--- config.mk ---
export PLATFORM = sky130hd
export DESIGN_NAME = store_buffer
export DESIGN_NICKNAME = d
export VERILOG_FILES = /design/src/rtl/store_buffer.sv
export SDC_FILE = /design/constraint.sdc
export NUM_CORES = 1
export LEC_CHECK = 0
export ABC_AREA = 1
export CORE_AREA = 2 2 154 156
export CTS_CLUSTER_SIZE = 14
export DETAILED_ROUTE_END_ITERATION = 6
export DIE_AREA = 0 0 156 158
export PLACE_DENSITY_LB_ADDON = 0.08
export SETUP_SLACK_MARGIN = 0.02
export SLEW_MARGIN = 30
export SYNTH_ARGS = -nofsm -noshare
export SYNTH_HDL_FRONTEND = slang
export SYNTH_SLANG_ARGS = --single-unit
--- constraint.sdc ---
create_clock -name clk -period 4.68 [get_ports clk]
set_input_delay 1.404 -clock clk [delete_from_list [all_inputs] [get_ports clk]]
set_output_delay 1.404 -clock clk [all_outputs]
set_load 0.05 [all_outputs]
--- src/rtl/store_buffer.sv ---
// Posted-write store buffer between the core load/store path and data_memory.
// Define SB_COALESCE_EN to merge stores to an already-buffered address.
module store_buffer #(
    parameter int DEPTH = 4,
    parameter int AW    = 16,
    parameter int DW    = 16
) (
    input  logic                     clk,
    input  logic                     rst,
    input  logic                     st_valid,
    input  logic [AW-1:0]            st_addr,
    input  logic [DW-1:0]            st_data,
    output logic                     st_ready,
    input  logic                     ld_req,
    input  logic [AW-1:0]            ld_addr,
    output logic [DW-1:0]            ld_data,
    output logic                     ld_fwd,
    output logic [AW-1:0]            mem_address,
    output logic [DW-1:0]            mem_write_data,
    output logic                     mem_write,
    output logic                     mem_read,
    input  logic [DW-1:0]            mem_read_data,
    output logic [$clog2(DEPTH):0]   count,
    output logic                     empty
);
    localparam int PW = $clog2(DEPTH);
    localparam int CW = PW + 1;

    logic [AW-1:0] addr_q [DEPTH];
    logic [DW-1:0] data_q [DEPTH];
    logic [DEPTH-1:0] vld_q;
    logic [PW-1:0] head;
    logic [PW-1:0] tail;
    logic [CW-1:0] cnt_q;

    logic drain;
    logic alloc;
    logic coalesce;
    logic fwd_hit;
    logic [DW-1:0] fwd_data;

    assign count    = cnt_q;
    assign empty    = (cnt_q == '0);
    assign st_ready = (cnt_q != CW'(DEPTH));

    // Reset wins over drain so pending stores are discarded, not written.
    assign drain = !empty && !ld_req && !rst;
    assign alloc = st_valid && st_ready && !coalesce;

    assign mem_read       = ld_req;
    assign mem_write      = drain;
    assign mem_address    = ld_req ? ld_addr : addr_q[head];
    assign mem_write_data = data_q[head];

    // Scan oldest to youngest so the last hit is the youngest match.
    always_comb begin
        logic [PW-1:0] idx;
        idx      = '0;
        fwd_hit  = 1'b0;
        fwd_data = '0;
        for (int k = 0; k < DEPTH; k++) begin
            idx = head + PW'(k);
            if (vld_q[idx] && addr_q[idx] == ld_addr) begin
                fwd_hit  = 1'b1;
                fwd_data = data_q[idx];
            end
        end
    end

    assign ld_fwd  = ld_req && fwd_hit;
    assign ld_data = ld_fwd ? fwd_data : mem_read_data;

`ifdef SB_COALESCE_EN
    logic st_hit;
    logic [PW-1:0] st_idx;

    always_comb begin
        logic [PW-1:0] sidx;
        sidx   = '0;
        st_hit = 1'b0;
        st_idx = '0;
        for (int k = 0; k < DEPTH; k++) begin
            sidx = head + PW'(k);
            if (vld_q[sidx] && addr_q[sidx] == st_addr) begin
                st_hit = 1'b1;
                st_idx = sidx;
            end
        end
    end

    // A head entry leaving this cycle cannot absorb the store.
    assign coalesce = st_valid && st_hit
                      && !(drain && st_idx == head);
`else
    assign coalesce = 1'b0;
`endif

    always_ff @(posedge clk) begin
        if (rst) begin
            head  <= '0;
            tail  <= '0;
            cnt_q <= '0;
            vld_q <= '0;
        end else begin
            if (drain) begin
                vld_q[head] <= 1'b0;
                head        <= head + 1'b1;
            end
            if (alloc) begin
                addr_q[tail] <= st_addr;
                data_q[tail] <= st_data;
                vld_q[tail]  <= 1'b1;
                tail         <= tail + 1'b1;
            end
`ifdef SB_COALESCE_EN
            if (coalesce) begin
                data_q[st_idx] <= st_data;
            end
`endif
            cnt_q <= cnt_q + CW'(alloc) - CW'(drain);
        end
    end

endmodule

=== Word level (Yosys, flattened, before mapping) ===
Memories as Yosys holds them, arrays and structs flattened. A register that Yosys moved wholly into a read port is not among the register bits.
Cells that the tools add are included.

* Register bits: 11
* Memory bits (writable): 128
* Input port bits: 68
* Output and inout port bits: 56
* Logic and storage cells: 73
* Memories kept: 2

{| class="wikitable"
|+ Memory list
! memory !! depth !! bits a word !! rd ports !! clocked after memory_dff !! write ports !! RTL line !! RTL
|-
| addr_q || 4 || 16 || 4 || 1 || 1 || 29 || <nowiki>logic [AW-1:0] addr_q [DEPTH];</nowiki>
|-
| data_q || 4 || 16 || 4 || 1 || 1 || 30 || <nowiki>logic [DW-1:0] data_q [DEPTH];</nowiki>
|}

* Add/sub/neg operators: 6
* Magnitude comparators: 7
* Equal/unequal tests: 5
* Mux-type cells: 32
* Bitwise gates (word level): 3
* Reduce and logical (&&, ||, !) cells: 14

{| class="wikitable"
|+ Operator list
! cell !! count
|-
| 16-bit 2-to-1 mux || 6
|-
| 16-bit == test || 4
|-
| 2-bit by 3-bit less-than comparator with 1-bit output (second input constant) || 5
|-
| 1-bit 2-to-1 mux || 13
|-
| 4-bit 2-to-1 mux || 3
|-
| 1-bit logical AND || 10
|-
| 1-bit binary-select mux with 2-bit select || 4
|-
| 2-bit 2-to-1 mux || 4
|-
| 2-bit by 1-bit adder with 2-bit output (second input constant) || 2
|-
| 2-bit adder (second input constant) || 2
|-
| 4-bit bitwise AND || 1
|-
| 1-bit demux with 2-bit select || 2
|-
| 2-bit by 1-bit >= comparator with 1-bit output (second input constant) || 2
|-
| 4-bit NOT || 1
|-
| 4-bit bitwise OR || 1
|-
| 3-bit by 1-bit adder with 3-bit output || 1
|-
| 1-bit zero test || 3
|-
| 3-bit zero test || 1
|-
| 3-bit inequality test (second input constant) || 1
|-
| 3-bit by 1-bit subtractor with 3-bit output || 1
|}

=== Longest topological paths before layout ===
* Depth in word-level cells: 10
* Depth in mapped cells: 23
* Depth with buffers taken out: 17

=== Worst setup path after synthesis ===
No wires, ideal clock.

* Path type: register -> output
* From: register head[0]
* To: output port ld_data[10]
* Data arrival time: 3155 ps
* Required time: 3276 ps
* Path slack: 121 ps
* Stages on the path, launching flop included: 22
* Buffers on the path: 6
* Path through: dfxtp_1 > buf_6 > inv_4 > buf_6 > buf_2 > clkbuf_1 > ha_1 > inv_1 > clkbuf_1 > nand3_1 > nand3_1 > nand2_1 > nor2_1 > nand2_1 > nor2_1 > nand3_2 > nand2_2 > nor2_4 > buf_6 > nor3_2 > nand2_1 > nand2_1

* Cells in the longest elaborated chain, start to end: 9
* Elaborated cells between the ends (all ways): 30
* Classes of those cells: add/sub (3); eq/ne (3); mux (17); reduce/logical (5); memory (2)

{| class="wikitable"
|+ Ends and longest elaborated chain
! item !! RTL line !! RTL
|-
| start: declaration || 32 || <nowiki>logic [PW-1:0] head;</nowiki>
|-
| start signal: assignment || 107 || <nowiki>head <= head + 1'b1;</nowiki>
|-
| 2-bit by 1-bit adder with 2-bit output or 1-bit binary-select mux with 2-bit select (tied branches) || 62, 63 ||
|-
| memory read 4 x 16 bit (tied with other cells) || n/a ||
|-
| 16-bit == test (tied with other cells) || 63 || <nowiki>if (vld_q[idx] && addr_q[idx] == ld_addr) begin</nowiki>
|-
| 1-bit logical AND or 1-bit 2-to-1 mux (tied branches) || 63 ||
|-
| 1-bit 2-to-1 mux (3 in series) || 63 ||
|-
| 1-bit logical AND || 70 || <nowiki>assign ld_fwd = ld_req && fwd_hit;</nowiki>
|-
| 16-bit 2-to-1 mux * || 71 || <nowiki>assign ld_data = ld_fwd ? fwd_data : mem_read_data;</nowiki>
|-
| end: declaration || 16 || <nowiki>output logic [DW-1:0] ld_data,</nowiki>
|}

Mark *: on every way between the ends. The rest lies on a longest branch, timed or not. The select of a mux whose other input is x is not followed.

=== Worst setup path after layout ===
* From: input port ld_addr[3]
* To: output port ld_data[6]

* Cells in the longest elaborated chain, start to end: 8
* Elaborated cells between the ends (all ways): 18
* Classes of those cells: eq/ne (4); mux (9); reduce/logical (5)

{| class="wikitable"
|+ Ends and longest elaborated chain
! item !! RTL line !! RTL
|-
| start: declaration || 15 || <nowiki>input logic [AW-1:0] ld_addr,</nowiki>
|-
| 16-bit == test || 63 ||
|-
| 1-bit logical AND || 63 ||
|-
| 1-bit 2-to-1 mux (4 in series) || 63 ||
|-
| 1-bit logical AND || 70 ||
|-
| 16-bit 2-to-1 mux * || 71 ||
|}

Mark *: on every way between the ends. The rest lies on a longest branch, timed or not.

==> flow_metrics.py <==
metrics = {
    "run_status": {
        "status": "complete, no violations",
    },
    "clocking": {
        "cts_tree": "done",
        "cts_buffer_depth": 2,
        "cts.sink_count": 141,
        "clkLatencyLatePin_ns": 0.44,
        "path_clk_slew_ns": 0.06,
        "cts_buffers": 17,
        "htree_num_levels": 4,
        "cts_root_buffer": "clkbuf_16",
    },
    "grt": {
        "antenna_found_initial": 1,
        "grt.total_usage_pct": 27.1,
        "grt_pass1_wl_mm": 51.7,
        "overflow": 0,
        "grt_pass1_vias": 9951,
        "grt_max_degree": 135,
    },
    "detailed_routing": {
        "firstDrtPassIters": 7,
        "route.detailed.drc": 0,
        "wirelength_mm": 34.1,
        "wl_per_cell_um": 17.8,
        "via_count": 10600,
        "final_antenna_net_count": 0,
        "dr.first_iter.drc_count": 919,
        "viasPerCell": 5.51,
    },
    "min_path": {
        "hp-class": "register to register",
        "min_to": "vld_q[0]",
        "holdPathStages": 1,
        "worstHoldStart": "vld_q[0]",
    },
    "power": {
        "combPwrFrac_pct": 60.8,
        "swShare_pct": 49.3,
        "power_density_nw_per_um2": 548,
        "p_sw_mw": 3.70,
        "ir_drop_v": 0.000305,
        "internal_power_mw": 3.80,
        "leakage_nw": 6.06,
        "p_clk_share_pct": 18.5,
        "finalPower_mw": 7.50,
        "power_frac_seq_pct": 20.6,
    },
    "floorplanning": {
        "dieArea_um2": 24600,
        "start_util_pct": 44.4,
        "core_um2": 23100,
        "chipWidth_um": 156,
        "ios": 124,
        "rows": 56,
        "die_h_um": 158,
    },
    "critical_path": {
        "start_kind": "primary input",
        "reg2reg_to": "count[2]",
        "cp_common_cell": "buf_12",
        "r2r_slack_ns": 2.50,
        "critPathRequiredTime_ns": 3.28,
        "r2r-start": "count[1]",
        "critPathCaptureType": "output pin",
        "path_class": "primary input to output pin",
        "slowest_delay_ns": 0.29,
        "crit_fanout": 5,
        "r2r_cells": 10,
        "critical_path.startpoint": "ld_addr[3]",
        "cp.arrival_ns": 3.17,
        "critical_path.slowest_cell": "dlygate4sd2_1",
        "crit_chain": "dlygate4sd2_1 > buf_4 > o211ai_1 > nor2_2 > nand3_4 > nand2_4 > buf_6 > o21ai_4 > buf_12 > buf_12 > nand2_1 > nand2_2 > buf_12",
    },
    "synthesis": {
        "synth_cells": 1478,
        "synthesis.nets": 1557,
        "synthArstFlopShare_pct": 0,
        "synthFlopType": "edfxtp_1",
        "ys_warn_count": 0,
        "synthDistinctLibCells": 37,
        "synth-seq-cells": 141,
        "synth_area_um2": 10200,
        "synth_area_per_cell_um2": 6.93,
        "synth-edff-count": 128,
        "ys_seq_area_share_pct": 40.1,
    },
    "cells_and_area": {
        "syn2layout_area_growth_pct": 33.6,
        "fin_area_um2": 13700,
        "nets": 1692,
        "most-common-layout-cells": "nand2_1 (554), nand3_1 (153), edfxtp_1 (128)",
        "num_antenna_cells": 0,
        "drive_gt1_share_pct": 20.2,
        "finalCoreUtilization_pct": 59.4,
        "final_common_cell": "nand2_1",
    },
    "placement": {
        "dpl-instance-area_um2": 12400,
        "dpl.hpwl_mm": 21.5,
        "port_buffers": 123,
        "gp_congestion": 0.924,
    },
    "sta": {
        "fin_skew_ns": 0.0140,
        "setup_viol": 0,
        "slew_headroom_pct": 59.2,
        "worst_slew_pin_slew_ns": 0.606,
        "timing.fmax_mhz": 219,
        "fin_crit_sh_pct": 97.7,
        "finalHoldViolCount": 0,
        "maxSlewViolCount": 0,
        "fin_crit_ns": 4.57,
    },
    "run": {
        "maxCapViolCount": 0,
    },
}
-- worst max path at each step --
stage | endpoint | cells past startpoint | slack (ns)
after floorplan | ld_data[10] | 21 | 0.12
after global routing | ld_data[14] | 21 | -0.05
after global placement | ld_data[2] | 15 | -0.23
final | ld_data[6] | 13 | 0.11
after CTS | ld_data[7] | 17 | 0.02
after detailed placement | ld_data[2] | 15 | -0.26
-- per-stage QoR --
stage / hold slack [ns] / std cells / TNS [ns] / worst slack [ns]
after detailed placement: 0.521 / 1864 / -3.58 / -0.255
final: 0.534 / 1916 / 0 / 0.106
after global placement: 0.503 / 1864 / -3.37 / -0.233
after floorplan: 0.490 / 1478 / 0 / 0.121
after global routing: 0.558 / 1916 / -0.190 / -0.0527
after CTS: 0.536 / 1901 / 0 / 0.0198
-- what timing repair did --
action                                  CTS  global route
pin swaps                                26            31
endpoints found under the setup margin   17            17
hold buffers                              0             0
cloned                                    2             7
setup buffers                             3             8
resized for setup                        94           107
-- power by group through the flow --
stage / clock network, mW / registers (mW) / logic, mW
6_report: 1.39 / 1.55 / 4.56
2_1_floorplan: 0 / 1.58 / 2.72
3_3_place_gp: 0 / 1.57 / 3.97
4_1_cts: 1.41 / 1.54 / 4.07
5_1_grt: 1.46 / 1.56 / 4.93
3_5_place_dp: 0 / 1.57 / 4.00
-- final cells by class --
| class | count | area (um^2) |
|---|---|---|
| Multi-Input combinational cell | 1164 | 5770 |
| Fill cell | 2076 | 9370 |
| Clock inverter | 15 | 179 |
| Clock buffer | 17 | 425 |
| Inverter | 86 | 333 |
| Sequential cell | 141 | 4110 |
| Timing Repair Buffer | 203 | 2500 |
| Tap cell | 290 | 363 |
-- sequential cells by signal (all words and copies together), names as in the netlist, named ones only --
signal and count:
head 2, count 3, data_q 64, tail 2, addr_q 64, vld_q 4
-- critical path: cells and delay by family --
kind	cells	cell delay [ns]
buf+inv	6	0.97
simple gates	5	0.41
compound gates	2	0.36
-- cell usage after synthesis, types with 2 or more instances --
cell	instances	area share (%)
a21boi_0	10	0.73
a21boi_1	6	0.44
a21oi_1	37	1.8
a31o_2	4	0.34
a32oi_1	16	1.4
and2_1	2	0.12
buf_1	12	0.44
buf_2	33	1.6
buf_4	7	0.51
buf_6	7	0.77
clkbuf_1	28	1.0
dfxtp_1	13	2.5
edfxtp_1	128	38
ha_1	10	1.2
inv_1	83	3.0
inv_2	2	0.073
mux2i_1	16	1.6
nand2_1	604	22
nand2_2	3	0.18
nand3_1	167	8.2
nand3_2	4	0.39
nor2_1	110	4.0
nor3_1	7	0.34
nor3_2	10	0.98
o211ai_1	4	0.29
o21ai_0	125	6.1
o21ai_1	11	0.54
or2_2	2	0.12
xnor2_1	2	0.17
xor2_1	8	0.68
-- routing by layer --
metal | track usage (%) | part of all wire (%) | routed length, um | vias up
li1 | - | - | - | 5172
met1 | 34.0 | 42 | 14300 | 4883
met2 | 47.6 | 48 | 16400 | 409
met3 | 4.54 | 6.3 | 2150 | 90
met4 | 8.56 | 3.4 | 1170 | 2
met5 | 0 | 0.038 | 13 | -
-- kinds of logic (layout without fill, tap and decap cells) --
| group | Yosys count | after routing | synth area share, % |
|---|---|---|---|
| adder cells (fa/ha/maj) | 11 | 11 | 1.42 |
| buffers and inverters | 173 | 321 | 7.53 |
| AND/OR/NAND/NOR | 911 | 911 | 36.6 |
| flip-flops | 141 | 141 | 40.1 |
| AO/OA/AOI/OAI | 216 | 216 | 12.0 |
| XOR/XNOR | 10 | 10 | 0.855 |
| multiplexers | 16 | 16 | 1.56 |
(Power assumes the default switching activity.)
